===== config.mk =====
export PLATFORM = sky130hd
export DESIGN_NAME = vga_sync_gen_flat
export DESIGN_NICKNAME = d
export VERILOG_FILES = /design/src/rtl/vga_pkg.sv /design/src/rtl/vga_sync_gen_if.sv /design/src/rtl/vga_sync_gen_pixel_tick_div.sv /design/src/rtl/vga_sync_gen.sv /design/src/flat_wrapper.sv
export SDC_FILE = /design/constraint.sdc
export NUM_CORES = 1
export LEC_CHECK = 0
export BUFFER_PORTS_ARGS = -buffer_cell sky130_fd_sc_hd__clkbuf_2
export CAP_MARGIN = 10
export CORE_MARGIN = 2
export CORE_UTILIZATION = 55
export DETAILED_ROUTE_END_ITERATION = 12
export PLACE_DENSITY = 0.89
export SLEW_MARGIN = 20
export SYNTH_ARGS = -nofsm -noshare
export SYNTH_HDL_FRONTEND = slang
export SYNTH_SLANG_ARGS = --single-unit
export TNS_END_PERCENT = 5

===== constraint.sdc =====
create_clock -name clk -period 5.77 [get_ports clk]
set_clock_uncertainty 0.2 [all_clocks]
set_input_delay 0.2885 -clock clk [delete_from_list [all_inputs] [get_ports clk]]
set_output_delay 0.2885 -clock clk [all_outputs]
set_load 0.1 [all_outputs]

===== src/rtl/vga_pkg.sv =====
// Shared VGA timing constants and helpers for the sync generator and the
// downstream pattern stage (which uses the same active-area limits).
package vga_pkg;

  localparam int COORD_W   = 10;
  localparam int MAX_TOTAL = 1 << COORD_W;

  // 640x480 @ 60 Hz, 25 MHz pixel clock
  localparam int DEF_H_ACTIVE = 640;
  localparam int DEF_H_FP     = 16;
  localparam int DEF_H_SYNC   = 96;
  localparam int DEF_H_BP     = 48;
  localparam int DEF_V_ACTIVE = 480;
  localparam int DEF_V_FP     = 10;
  localparam int DEF_V_SYNC   = 2;
  localparam int DEF_V_BP     = 33;
  localparam int DEF_CLK_DIV  = 2;

  localparam bit DEF_SYNC_ACTIVE_LOW = 1'b1;

  function automatic int h_total(input int active, input int fp, input int sync, input int bp);
    return active + fp + sync + bp;
  endfunction

  function automatic int v_total(input int active, input int fp, input int sync, input int bp);
    return active + fp + sync + bp;
  endfunction

  // Map a logical "sync asserted" onto the pin level for the chosen polarity.
  function automatic logic sync_level(input logic asserted, input bit active_low);
    return active_low ? ~asserted : asserted;
  endfunction

endpackage


===== src/rtl/vga_sync_gen_if.sv =====
// Raster timing bundle driven by vga_sync_gen and consumed by the pattern stage
// and the VGA connector.
interface vga_sync_gen_if;
  import vga_pkg::*;

  logic               pix_tick;
  logic [COORD_W-1:0] x;
  logic [COORD_W-1:0] y;
  logic               video_on;
  logic               hsync;
  logic               vsync;
  logic               line_start;
  logic               frame_start;

  modport master (
    output pix_tick, x, y, video_on, hsync, vsync, line_start, frame_start
  );

  modport slave (
    input pix_tick, x, y, video_on, hsync, vsync, line_start, frame_start
  );

endinterface


===== src/rtl/vga_sync_gen_pixel_tick_div.sv =====
// System-clock divider: emits a registered one-clk pix_tick every CLK_DIV clks.
module pixel_tick_div #(
  parameter int CLK_DIV = 2
) (
  input  logic clk,
  input  logic rst_n,
  output logic pix_tick
);

  localparam int CNT_W = (CLK_DIV > 1) ? $clog2(CLK_DIV) : 1;
  localparam logic [CNT_W-1:0] CNT_LAST = CNT_W'(CLK_DIV - 1);

  logic [CNT_W-1:0] div_cnt;

  // With CLK_DIV=1 div_cnt sits at 0 and the tick stays high after release.
  always_ff @(posedge clk or negedge rst_n) begin
    if (!rst_n) begin
      div_cnt  <= '0;
      pix_tick <= 1'b0;
    end else begin
      if (div_cnt == CNT_LAST) div_cnt <= '0;
      else                     div_cnt <= div_cnt + 1'b1;
      pix_tick <= (div_cnt == CNT_LAST);
    end
  end

endmodule


===== src/rtl/vga_sync_gen.sv =====
// Free-running VGA raster generator: pixel coordinates, sync pulses, blanking
// qualifier and line/frame strobes, all registered and mutually cycle-aligned.
module vga_sync_gen
  import vga_pkg::*;
#(
  parameter int H_ACTIVE        = DEF_H_ACTIVE,
  parameter int H_FP            = DEF_H_FP,
  parameter int H_SYNC          = DEF_H_SYNC,
  parameter int H_BP            = DEF_H_BP,
  parameter int V_ACTIVE        = DEF_V_ACTIVE,
  parameter int V_FP            = DEF_V_FP,
  parameter int V_SYNC          = DEF_V_SYNC,
  parameter int V_BP            = DEF_V_BP,
  parameter bit SYNC_ACTIVE_LOW = DEF_SYNC_ACTIVE_LOW,
  parameter int CLK_DIV         = DEF_CLK_DIV
) (
  input  logic           clk,
  input  logic           rst_n,
  vga_sync_gen_if.master vga
);

  localparam int H_TOTAL  = h_total(H_ACTIVE, H_FP, H_SYNC, H_BP);
  localparam int V_TOTAL  = v_total(V_ACTIVE, V_FP, V_SYNC, V_BP);
  localparam int HS_START = H_ACTIVE + H_FP;
  localparam int HS_END   = HS_START + H_SYNC;
  localparam int VS_START = V_ACTIVE + V_FP;
  localparam int VS_END   = VS_START + V_SYNC;

  localparam logic [COORD_W-1:0] X_LAST = COORD_W'(H_TOTAL - 1);
  localparam logic [COORD_W-1:0] Y_LAST = COORD_W'(V_TOTAL - 1);

  if (H_TOTAL > MAX_TOTAL || V_TOTAL > MAX_TOTAL) begin : g_bad_total
    $error("vga_sync_gen: H_TOTAL=%0d / V_TOTAL=%0d exceed %0d", H_TOTAL, V_TOTAL, MAX_TOTAL);
  end
  if (CLK_DIV < 1 || CLK_DIV > 16) begin : g_bad_div
    $error("vga_sync_gen: CLK_DIV=%0d outside 1..16", CLK_DIV);
  end

  function automatic logic in_window(input logic [COORD_W-1:0] v, input int lo, input int hi);
    return (int'(v) >= lo) && (int'(v) < hi);
  endfunction

  logic               vld_p0;
  logic               x_wrap_p0;
  logic               y_wrap_p0;
  logic [COORD_W-1:0] x_p0;
  logic [COORD_W-1:0] y_p0;

  logic [COORD_W-1:0] x_p1;
  logic [COORD_W-1:0] y_p1;
  logic               video_on_p1;
  logic               hsync_p1;
  logic               vsync_p1;
  logic               line_start_p1;
  logic               frame_start_p1;

  pixel_tick_div #(
    .CLK_DIV (CLK_DIV)
  ) u_tick_div (
    .clk      (clk),
    .rst_n    (rst_n),
    .pix_tick (vld_p0)
  );

  // Stage p0: next raster position, applied only when vld_p0 is high
  always_comb begin
    x_wrap_p0 = (x_p1 == X_LAST);
    y_wrap_p0 = (y_p1 == Y_LAST);
    x_p0      = x_wrap_p0 ? '0 : x_p1 + 1'b1;
    y_p0      = y_p1;
    if (x_wrap_p0) y_p0 = y_wrap_p0 ? '0 : y_p1 + 1'b1;
  end

  // Stage p1: counters plus decodes of the same next position, so they align
  always_ff @(posedge clk or negedge rst_n) begin
    if (!rst_n) begin
      x_p1           <= X_LAST;
      y_p1           <= Y_LAST;
      video_on_p1    <= 1'b0;
      hsync_p1       <= sync_level(1'b0, SYNC_ACTIVE_LOW);
      vsync_p1       <= sync_level(1'b0, SYNC_ACTIVE_LOW);
      line_start_p1  <= 1'b0;
      frame_start_p1 <= 1'b0;
    end else begin
      line_start_p1  <= 1'b0;
      frame_start_p1 <= 1'b0;
      if (vld_p0) begin
        x_p1           <= x_p0;
        y_p1           <= y_p0;
        video_on_p1    <= in_window(x_p0, 0, H_ACTIVE) && in_window(y_p0, 0, V_ACTIVE);
        hsync_p1       <= sync_level(in_window(x_p0, HS_START, HS_END), SYNC_ACTIVE_LOW);
        vsync_p1       <= sync_level(in_window(y_p0, VS_START, VS_END), SYNC_ACTIVE_LOW);
        line_start_p1  <= x_wrap_p0;
        frame_start_p1 <= x_wrap_p0 && y_wrap_p0;
      end
    end
  end

  assign vga.pix_tick    = vld_p0;
  assign vga.x           = x_p1;
  assign vga.y           = y_p1;
  assign vga.video_on    = video_on_p1;
  assign vga.hsync       = hsync_p1;
  assign vga.vsync       = vsync_p1;
  assign vga.line_start  = line_start_p1;
  assign vga.frame_start = frame_start_p1;

endmodule


===== src/flat_wrapper.sv =====
// flat-port wrapper written by rule: the top's interface ports become plain ports
module vga_sync_gen_flat import vga_pkg::*;
#(
  parameter int H_ACTIVE        = DEF_H_ACTIVE,
  parameter int H_FP            = DEF_H_FP,
  parameter int H_SYNC          = DEF_H_SYNC,
  parameter int H_BP            = DEF_H_BP,
  parameter int V_ACTIVE        = DEF_V_ACTIVE,
  parameter int V_FP            = DEF_V_FP,
  parameter int V_SYNC          = DEF_V_SYNC,
  parameter int V_BP            = DEF_V_BP,
  parameter bit SYNC_ACTIVE_LOW = DEF_SYNC_ACTIVE_LOW,
  parameter int CLK_DIV         = DEF_CLK_DIV
)
  (clk, rst_n, vga_pix_tick, vga_x, vga_y, vga_video_on, vga_hsync, vga_vsync, vga_line_start, vga_frame_start);
  vga_sync_gen_if vga_i ();
  input  logic clk;
  input  logic rst_n;
  output wire logic [$bits(vga_i.pix_tick)-1:0] vga_pix_tick;
  output wire logic [$bits(vga_i.x)-1:0] vga_x;
  output wire logic [$bits(vga_i.y)-1:0] vga_y;
  output wire logic [$bits(vga_i.video_on)-1:0] vga_video_on;
  output wire logic [$bits(vga_i.hsync)-1:0] vga_hsync;
  output wire logic [$bits(vga_i.vsync)-1:0] vga_vsync;
  output wire logic [$bits(vga_i.line_start)-1:0] vga_line_start;
  output wire logic [$bits(vga_i.frame_start)-1:0] vga_frame_start;
  assign vga_pix_tick = vga_i.pix_tick;
  assign vga_x = vga_i.x;
  assign vga_y = vga_i.y;
  assign vga_video_on = vga_i.video_on;
  assign vga_hsync = vga_i.hsync;
  assign vga_vsync = vga_i.vsync;
  assign vga_line_start = vga_i.line_start;
  assign vga_frame_start = vga_i.frame_start;
  vga_sync_gen #(.H_ACTIVE(H_ACTIVE), .H_FP(H_FP), .H_SYNC(H_SYNC), .H_BP(H_BP), .V_ACTIVE(V_ACTIVE), .V_FP(V_FP), .V_SYNC(V_SYNC), .V_BP(V_BP), .SYNC_ACTIVE_LOW(SYNC_ACTIVE_LOW), .CLK_DIV(CLK_DIV)) u_core (.clk(clk), .rst_n(rst_n), .vga(vga_i));
endmodule

# Word level (Yosys, flattened, before mapping)
# Index checks and enable logic that the tools add are counted.
# totals
word_cells,32
regBits,27
output_inout_bits,26
inputBits,2
# op_classes
muxes,6
add_sub_neg,3
n_lt_le_gt_ge,6
n_eq_ne,2
n_bitwise,2
reduce_logical,4
# op_table
op,n
10-bit 2-to-1 mux,3
10-bit by 1-bit adder with 10-bit output (second input constant),2
10-bit equality test (second input constant),2
10-bit < comparator (second input constant),2
10-bit by 9-bit < comparator with 1-bit output (second input constant),2
10-bit >= comparator (second input constant),1
10-bit by 9-bit >= comparator with 1-bit output (second input constant),1
1-bit logical AND,4
1-bit 2-to-1 mux,3
1-bit inverter,2
1-bit adder (second input constant),1

# Logic depth before layout (Yosys ltp)
# Gate-level depths: netlist of run 1.
# depth
depth_word,6
depth_mapped,8
depth_no_buf,7

# By module
# From an unflattened synthesis of run 1, not the netlist that was laid out.
# unflattened
cells_unflattened,176
area_unflattened_um2,1651.6
# by_module_without_submodules
mod,area_per_inst_um2,instances,cells_per_inst,seq_area_each_um2
vga_sync_gen,1597.8,1,173,640.6
pixel_tick_div,53.8,1,3,50.0

# Worst setup path before layout of run 1
# No wires, ideal clock.
# synth_path
path_type,register -> register
startpoint,register u_core.x_p1[0] (netlist: u_core.vga.x[0])
endpoint,register u_core.y_p1[8] (netlist: u_core.vga.y[8])
n_path_buf,1
slack_ns,3.115
synth_period_minus_slack_ns,2.655
setup_ns,0.106
t_arrival_ns,2.349
stages_incl_launch_ff,9
required_time_ns,5.464
path_cell_list,dfstp_2 > ha_1 > and4_2 > and3_1 > buf_6 > nand2_8 > clkinv_4 > nand2_4 > o41ai_2
# synth_via
elab_chain_cells,2
# synth_lines
item,line,rtl
"start, declared",vga_sync_gen.sv:49,logic [COORD_W-1:0] x_p1;
"start signal, assigned",vga_sync_gen.sv:88,x_p1 <= x_p0;
10-bit equality test,vga_sync_gen.sv:67,x_wrap_p0 = (x_p1 == X_LAST);
10-bit 2-to-1 mux,vga_sync_gen.sv:71,if (x_wrap_p0) y_p0 = y_wrap_p0 ? '0 : y_p1 + 1'b1;
"end signal, assigned",vga_sync_gen.sv:89,y_p1 <= y_p0;
"end, declared",vga_sync_gen.sv:50,logic [COORD_W-1:0] y_p1;
# Every way passes these cells.
# A chain may end at the register's enable or synchronous reset.

# Worst setup path after layout of run 1
# layout_path
startpoint,register u_core.x_p1[0] (netlist: u_core.vga.x[0])
endpoint,register u_core.vsync_p1 (netlist: u_core.vga.vsync)
# layout_via
elab_chain_cells,5
word_cells_on_any_way,6
cone_classes,2 x order compare; 1 x eq/ne; 1 x mux; 1 x bitwise; 1 x reduce/logical
# layout_lines
item,line,rtl
10-bit equality test *,vga_sync_gen.sv:67,
10-bit 2-to-1 mux *,vga_sync_gen.sv:71,
10-bit by 9-bit >= comparator with 1-bit output or 10-bit by 9-bit < comparator with 1-bit output (tied branches),vga_sync_gen.sv:40,return (int'(v) >= lo) && (int'(v) < hi);
1-bit logical AND *,vga_sync_gen.sv:40,
1-bit inverter *,vga_pkg.sv:31,return active_low ? ~asserted : asserted;
"end signal, assigned",vga_sync_gen.sv:81,"vsync_p1 <= sync_level(1'b0, SYNC_ACTIVE_LOW);"
"end signal, assigned",vga_sync_gen.sv:92,"vsync_p1 <= sync_level(in_window(y_p0, VS_START, VS_END), SYNC_ACTIVE_LOW);"
"end, declared",vga_sync_gen.sv:53,logic vsync_p1;
# Every way passes the cells marked *; elsewhere a longest branch is shown, timed or not.

==> impl_metrics.toml, run 1 <==
[place]
placedInstanceArea_um2 = 1794
gp_routability_congestion = 0.9201
post-dp-hpwl_mm = 2.517
port_buffers = 27
dp_cells = 228

[cells_and_area]
fin_cells = 233
multi_input_gate_area_in_the_final_layout_um2 = 892.1
finalNetCount = 206
antenna_cells = 0
post-route-cell-area_um2 = 1834
layout-drive-gt1-share = 0.2900
areaGrowthSynthToFinish_pct = 8.432
seqCellArea_um2 = 690.7
filler_cells_inserted = 261

[grt]
grt_first_pass_wirelength_mm = 5.878
grt_start_max_net_pins = 28
global_route.overflow_total = 0
grt_antenna_before_repair = 0
vias_in_the_first_global_route = 1288
globalRouteTotalUtil = 0.2156

[detailed_routing]
routed-wl-met2_mm = 1.664
routedWlPerCell_um = 14.98
wl_met1_mm = 1.592
detail-route-antenna-nets = 0
route.detailed.vias_per_inst = 6.309
route.vias.total = 1470
drc = 0
drt_first_pass_iters = 4
topRoutingLayerUsed = "met4"
met3_wirelength_um = 186
first_iter_violations = 86
finalWirelength_mm = 3.490

[setup_path]
crit_start = "u_core.vga.x[0]"
required_ps = 5830
worst_r2r_startpoint = "u_core.vga.x[0]"
arrival_time_reported_for_the_critical_path_endpoint_ps = 2650
depth_of_the_worst_register_to_register_path = 6
endpoint_kind = "flip-flop"
largest_driver_fanout_on_the_critical_path = 8
crit_path_start_kind = "flip-flop"
criticalPathCategory = "flip-flop to flip-flop"

[synthesis]
synth_compound_area_frac = 0.2012
number_of_distinct_library_cells_after_synthesis = 52
number_of_enable_type_register_cells_in_the_synthesized_netlist = 0
xor_and_xnor_fraction_of_the_mapped_netlist_area = 0.04142
synth_mux_area_frac = 0.01923
synth_warnings = 0
postSynth.asyncResetShare = 1.000
synth_sequential_area_ratio = 0.4083
synth_simple_gate_area_frac = 0.2433
dominantRegCellSynth = "sky130_fd_sc_hd__dfrtp_1"
synth-seq-cells = 27
syn_area_um2 = 1692
adder_and_majority_gate_portion_of_the_synthesized_area = 0.02219
synth_cells = 176
synth_area_per_cell_um2 = 9.611
synth_top_family_by_area = "simple AND/OR/NAND/NOR gates"
syn-num-nets = 181

[clock_tree]
clockRootBuffer = "sky130_fd_sc_hd__clkbuf_4"
max-clock-path-buffers = 2
cts_inserted_buffers = 3
postCtsSetupBuffers = 0
clock_tree_sinks = 27
clk_transition_reported_paths_ps = 150
cts_hold_buf = 1
clock_tree_from_tritoncts = "built"
clock_tree.htree_level_count = 1
worstSkewPairLatency_ps = 330
post_cts.resized_instances = 0

[floorplan]
design.die.area_um2 = 3535
initial_utilization = 0.5681
rows = 20
die_y_um = 59.46
dieWidth_um = 59.46
core_area_um2 = 2978
pin_count = 28

[sta]
timing_max_transition_violations_final = 0
setup_viol_count_final = 0
max_freq_ghz = 0.3866
timing_hold_violations_final = 0
max_slew_margin = 0.4668
rsz0062_at_grt = "false"
worst_pin_slew_ps = 799.8
finalWorstPathRequiredPeriod_ps = 2587
post-route-period-util = 0.4483
post_route_worst_hold_slack_ps = 199.2
fin_tns_setup_ps = 0

[hold_path]
hold_path_class = "flip-flop to flip-flop"
hold_path_startpoint = "u_core.u_tick_div.div_cnt"
worst_hold_path.num_cells = 0

[power]
p_per_area_nw_per_um2 = 152.9
vdd_ir_drop_max_v = 0.00009885
power.static_leakage_nw = 0.7566

[job]
cap_violations = 0

[run_status]
outcome = "finished clean"
[worst paths after layout]
path / slack [ps] / end
max: 3180 / u_core.vga.vsync
min: 200 / u_core.u_tick_div.pix_tick
min in group asynchronous: 280 / u_core.vga.x[6]
min reg2reg: 200 / u_core.u_tick_div.pix_tick
max reg2reg: 3180 / u_core.vga.vsync
max in group asynchronous: 4690 / u_core.vga.y[8]
[worst max-delay path, stage by stage, from the launching register on]
cell,delay (ps)
sky130_fd_sc_hd__dfstp_2,600
sky130_fd_sc_hd__ha_1,300
sky130_fd_sc_hd__and4_2,310
sky130_fd_sc_hd__and3_1,410
sky130_fd_sc_hd__nand3_1,130
sky130_fd_sc_hd__a222oi_1,390
sky130_fd_sc_hd__a41oi_1,170
[per-layer routing]
metal | track usage | vias up
met3 | 0.03275 | 8
met5 | 0 | -
li1 | - | 702
met1 | 0.2976 | 704
met2 | 0.3375 | 56
met4 | 0.08766 | 0
[cells by family after synthesis]
kind of cell,Yosys count
AND/OR/NAND/NOR,69
flip-flops,27
buffers and inverters,16
AO/OA/AOI/OAI,50
XOR/XNOR,8
adder cells (fa/ha/maj),3
multiplexers,3
[metrics by stage]
stage / total power [mW] / worst slack (ps) / util
after floorplan: 0.1929 / 3115 / -
after global placement: 0.1968 / 3339 / 0.6025
after detailed placement: 0.1969 / 3216 / 0.6025
after CTS: 0.2832 / 3203 / 0.6160
after global routing: 0.2910 / 2995 / 0.6160
final: 0.2805 / 3183 / 0.6160
[placed cells by master (no fill, tap or decap), types with 3 or more instances in the layout]
cell type                  Yosys  layout
sky130_fd_sc_hd__clkbuf_2      0      27
sky130_fd_sc_hd__o21ai_0      18      18
sky130_fd_sc_hd__nand2_1      17      17
sky130_fd_sc_hd__dfrtp_1      15      15
sky130_fd_sc_hd__nand3_1      13      13
sky130_fd_sc_hd__dfstp_2      12      12
sky130_fd_sc_hd__nor2_1        8       8
sky130_fd_sc_hd__inv_1         7       7
sky130_fd_sc_hd__nor3_1        7       7
sky130_fd_sc_hd__a21oi_1       7       7
sky130_fd_sc_hd__xnor2_1       5       5
sky130_fd_sc_hd__o31ai_1       4       4
sky130_fd_sc_hd__and3_1        3       3
sky130_fd_sc_hd__nand4_1       3       3
sky130_fd_sc_hd__nand2b_1      3       3
sky130_fd_sc_hd__xor2_1        3       3
sky130_fd_sc_hd__ha_1          3       3
sky130_fd_sc_hd__clkbuf_4      0       3
[state kept, by name, summed over array words and instances (netlist names)]
signal                      flops
u_core.vga.vsync                1
u_core.vga.frame_start          1
u_core.vga.line_start           1
u_core.u_tick_div.div_cnt       1
u_core.u_tick_div.pix_tick      1
u_core.vga.y                   10
u_core.vga.video_on             1
u_core.vga.x                   10
u_core.vga.hsync                1
[synth_stat cells, types with 2 or more instances]
master / n / share of area
sky130_fd_sc_hd__buf_6: 5 / 0.033
sky130_fd_sc_hd__nand2_1: 17 / 0.038
sky130_fd_sc_hd__xnor2_1: 5 / 0.026
sky130_fd_sc_hd__xor2_1: 3 / 0.016
sky130_fd_sc_hd__nor3_1: 7 / 0.021
sky130_fd_sc_hd__a31oi_1: 2 / 0.0074
sky130_fd_sc_hd__nand2b_1: 3 / 0.011
sky130_fd_sc_hd__dfrtp_1: 15 / 0.22
sky130_fd_sc_hd__o31ai_1: 4 / 0.018
sky130_fd_sc_hd__nand3_1: 13 / 0.038
sky130_fd_sc_hd__ha_1: 3 / 0.022
sky130_fd_sc_hd__nand4_1: 3 / 0.011
sky130_fd_sc_hd__inv_1: 7 / 0.016
sky130_fd_sc_hd__dfstp_2: 12 / 0.19
sky130_fd_sc_hd__a21oi_1: 7 / 0.021
sky130_fd_sc_hd__o41ai_1: 2 / 0.010
sky130_fd_sc_hd__a41oi_1: 2 / 0.010
sky130_fd_sc_hd__and2_1: 2 / 0.0074
sky130_fd_sc_hd__or3_1: 2 / 0.0074
sky130_fd_sc_hd__and3_1: 3 / 0.011
sky130_fd_sc_hd__buf_2: 2 / 0.0059
sky130_fd_sc_hd__a22oi_1: 2 / 0.0089
sky130_fd_sc_hd__mux2_2: 2 / 0.013
sky130_fd_sc_hd__nor2_1: 8 / 0.018
sky130_fd_sc_hd__o21ai_0: 18 / 0.053
[area by class of cell]
class,count,share of cell area
Clock buffer,3,0.01228
Clock inverter,1,0.004093
Inverter,8,0.01910
Multi-Input combinational cell,133,0.4864
Sequential cell,27,0.3765
Tap cell,33,0.02251
Timing Repair Buffer,28,0.07913
[power breakdown]
part	internal (mW)	total [mW]	switching, mW
clock	0.0266	0.0866	0.0600
sequential	0.190	0.190	0
combinational	0.000668	0.00407	0.00340
No activity file was read; power rests on OpenSTA's default activity.
==> run 2, diff against run 1 <==
- clock period: 5.77 -> 2.5 ns (I/O delays scaled with it)
==> run 2 against run 1 <==
Worst setup slack lost 3100 ps. Clock-buffer cell count is the same. Wire length grew 3.4%. First-iteration DRC count is the same. Clock power grew 120%. Critical endpoint is now u_core.vga.y[8].
==> impl_metrics.toml, run 2 (synthesis gave the netlist of run 1 again) <==
[grt]
global_route.overflow_total = 0
vias_in_the_first_global_route = 1306
globalRouteTotalUtil = 0.2202
grt_antenna_before_repair = 0
grt_start_max_net_pins = 28
grt_first_pass_wirelength_mm = 5.996

[detailed_routing]
first_iter_violations = 86
drt_first_pass_iters = 4
route.detailed.vias_per_inst = 6.188
finalWirelength_mm = 3.608
detail-route-antenna-nets = 0
route.vias.total = 1485
drc = 0
routedWlPerCell_um = 15.03

[sta]
post_route_worst_hold_slack_ps = 138.8
setup_viol_count_final = 0
max_freq_ghz = 0.4173
post-route-period-util = 0.9585
finalWorstPathRequiredPeriod_ps = 2396
fin_tns_setup_ps = 0
rsz0062_at_grt = "true"
timing_max_transition_violations_final = 0
final_critical_path_setup_slack_ps = 103.7
timing_hold_violations_final = 0
max_slew_margin = 0.5559
worst_pin_slew_ps = 666.1

[cells_and_area]
layout.cells.most_common = "sky130_fd_sc_hd__clkbuf_2"
areaGrowthSynthToFinish_pct = 12.72
layout.core_utilization = 0.6403
antenna_cells = 0
seqCellArea_um2 = 703.2
multi_input_gate_area_in_the_final_layout_um2 = 902.1
layout-drive-gt1-share = 0.3430
filler_cells_inserted = 257
final_cell_mix = "sky130_fd_sc_hd__clkbuf_2 (27), sky130_fd_sc_hd__o21ai_0 (18), sky130_fd_sc_hd__nand2_1 (17)"
fin_cells = 240
finalNetCount = 213
post-route-cell-area_um2 = 1907

[job]
cap_violations = 0

[floorplan]
dieWidth_um = 59.46
die_y_um = 59.46
rows = 20
core_area_um2 = 2978
pin_count = 28
design.die.area_um2 = 3535
initial_utilization = 0.5681

[hold_path]
hold_path_class = "primary input to asynchronous set/reset pin"

[power]
switchingPower_uw = 138.8
clk_network_pwr_share = 0.299
finalPower_uw = 638.1
power.static_leakage_nw = 0.7894
power_frac_comb = 0.015
vdd_ir_drop_max_v = 0.0002388
pwr-share-seq = 0.686
power_report.internal_total_uw = 499.3
switching_portion_of_total_power = 0.2175
p_per_area_nw_per_um2 = 334.6

[setup_path]
timing.reg2reg.setup_slack_ps = 100
worstReg2RegEnd = "u_core.vga.y[8]"
endpoint_kind = "flip-flop"
max_stage_delay_ps = 670
crit_start = "u_core.vga.x[0]"
worst-path-stages = 8
cp_top_family = "flip-flops"
crit_path_start_kind = "flip-flop"
worst_r2r_startpoint = "u_core.vga.x[0]"
crit_path_cells = "ha_2 > and4_2 > and3_1 > buf_4 > nand2_8 > clkinv_4 > nand2_4 > o41ai_2"
crit_path_top_delay_cell = "sky130_fd_sc_hd__dfstp_4"
required_ps = 2540
criticalPathCategory = "flip-flop to flip-flop"
crit_buf_inv = 2
depth_of_the_worst_register_to_register_path = 8
arrival_time_reported_for_the_critical_path_endpoint_ps = 2440
largest_driver_fanout_on_the_critical_path = 9

[place]
port_buffers = 27
post-dp-hpwl_mm = 2.594
gp_routability_congestion = 0.9527
dp_cells = 235
placement.setup.worst_slack_ps = 142.7
placedInstanceArea_um2 = 1862

[clock_tree]
clock_tree.htree_level_count = 1
max-clock-path-buffers = 2
clock_tree_sinks = 27
worstSkewPairLatency_ps = 330
clock_tree_from_tritoncts = "built"
clockRootBuffer = "sky130_fd_sc_hd__clkbuf_4"
cts_inserted_buffers = 3
clk_transition_reported_paths_ps = 140
postCtsSetupBuffers = 0

[run_status]
outcome = "finished clean"
==> run 2: how the worst max path moves through the flow <==
stage / to
6_report: u_core.vga.y[8]
3_5_place_dp: u_core.vga.y[8]
4_1_cts: u_core.vga.video_on
3_3_place_gp: u_core.vga.video_on
2_1_floorplan: u_core.vga.y[8]
5_1_grt: u_core.vga.vsync
==> run 2: power by group through the flow <==
stage | Clock [mW] | Sequential [mW] | Combinational (mW)
after floorplan | 0 | 0.445 | 0.000000336
after global placement | 0 | 0.445 | 0.00916
after detailed placement | 0 | 0.445 | 0.00928
after CTS | 0.195 | 0.438 | 0.0105
after global routing | 0.216 | 0.438 | 0.0116
final | 0.191 | 0.438 | 0.00983
==> run 2: layer usage <==
| layer | share of wire | global-route usage | vias to the layer above |
|---|---|---|---|
| li1 | - | - | 716 |
| met1 | 0.46 | 0.3126 | 711 |
| met2 | 0.48 | 0.3532 | 52 |
| met3 | 0.048 | 0.02620 | 6 |
| met4 | 0.014 | 0.06169 | 0 |
| met5 | 0 | 0 | - |
==> run 2: cell type report <==
cell class,count,area share
inverters,8,0.01837
repair buffers,35,0.1037
multi-input cells,133,0.4731
clock buffers,3,0.01181
well taps,33,0.02165
flip-flops and latches,27,0.3688
clock inverters,1,0.002625
==> run 2: repair_timing <==
| action | in CTS | in global routing |
|---|---|---|
| hold buffers | 1 | 0 |
| endpoints found under the setup margin | 0 | 2 |
| hold endpoints to repair | 20 | 0 |
| resized for setup | 0 | 2 |
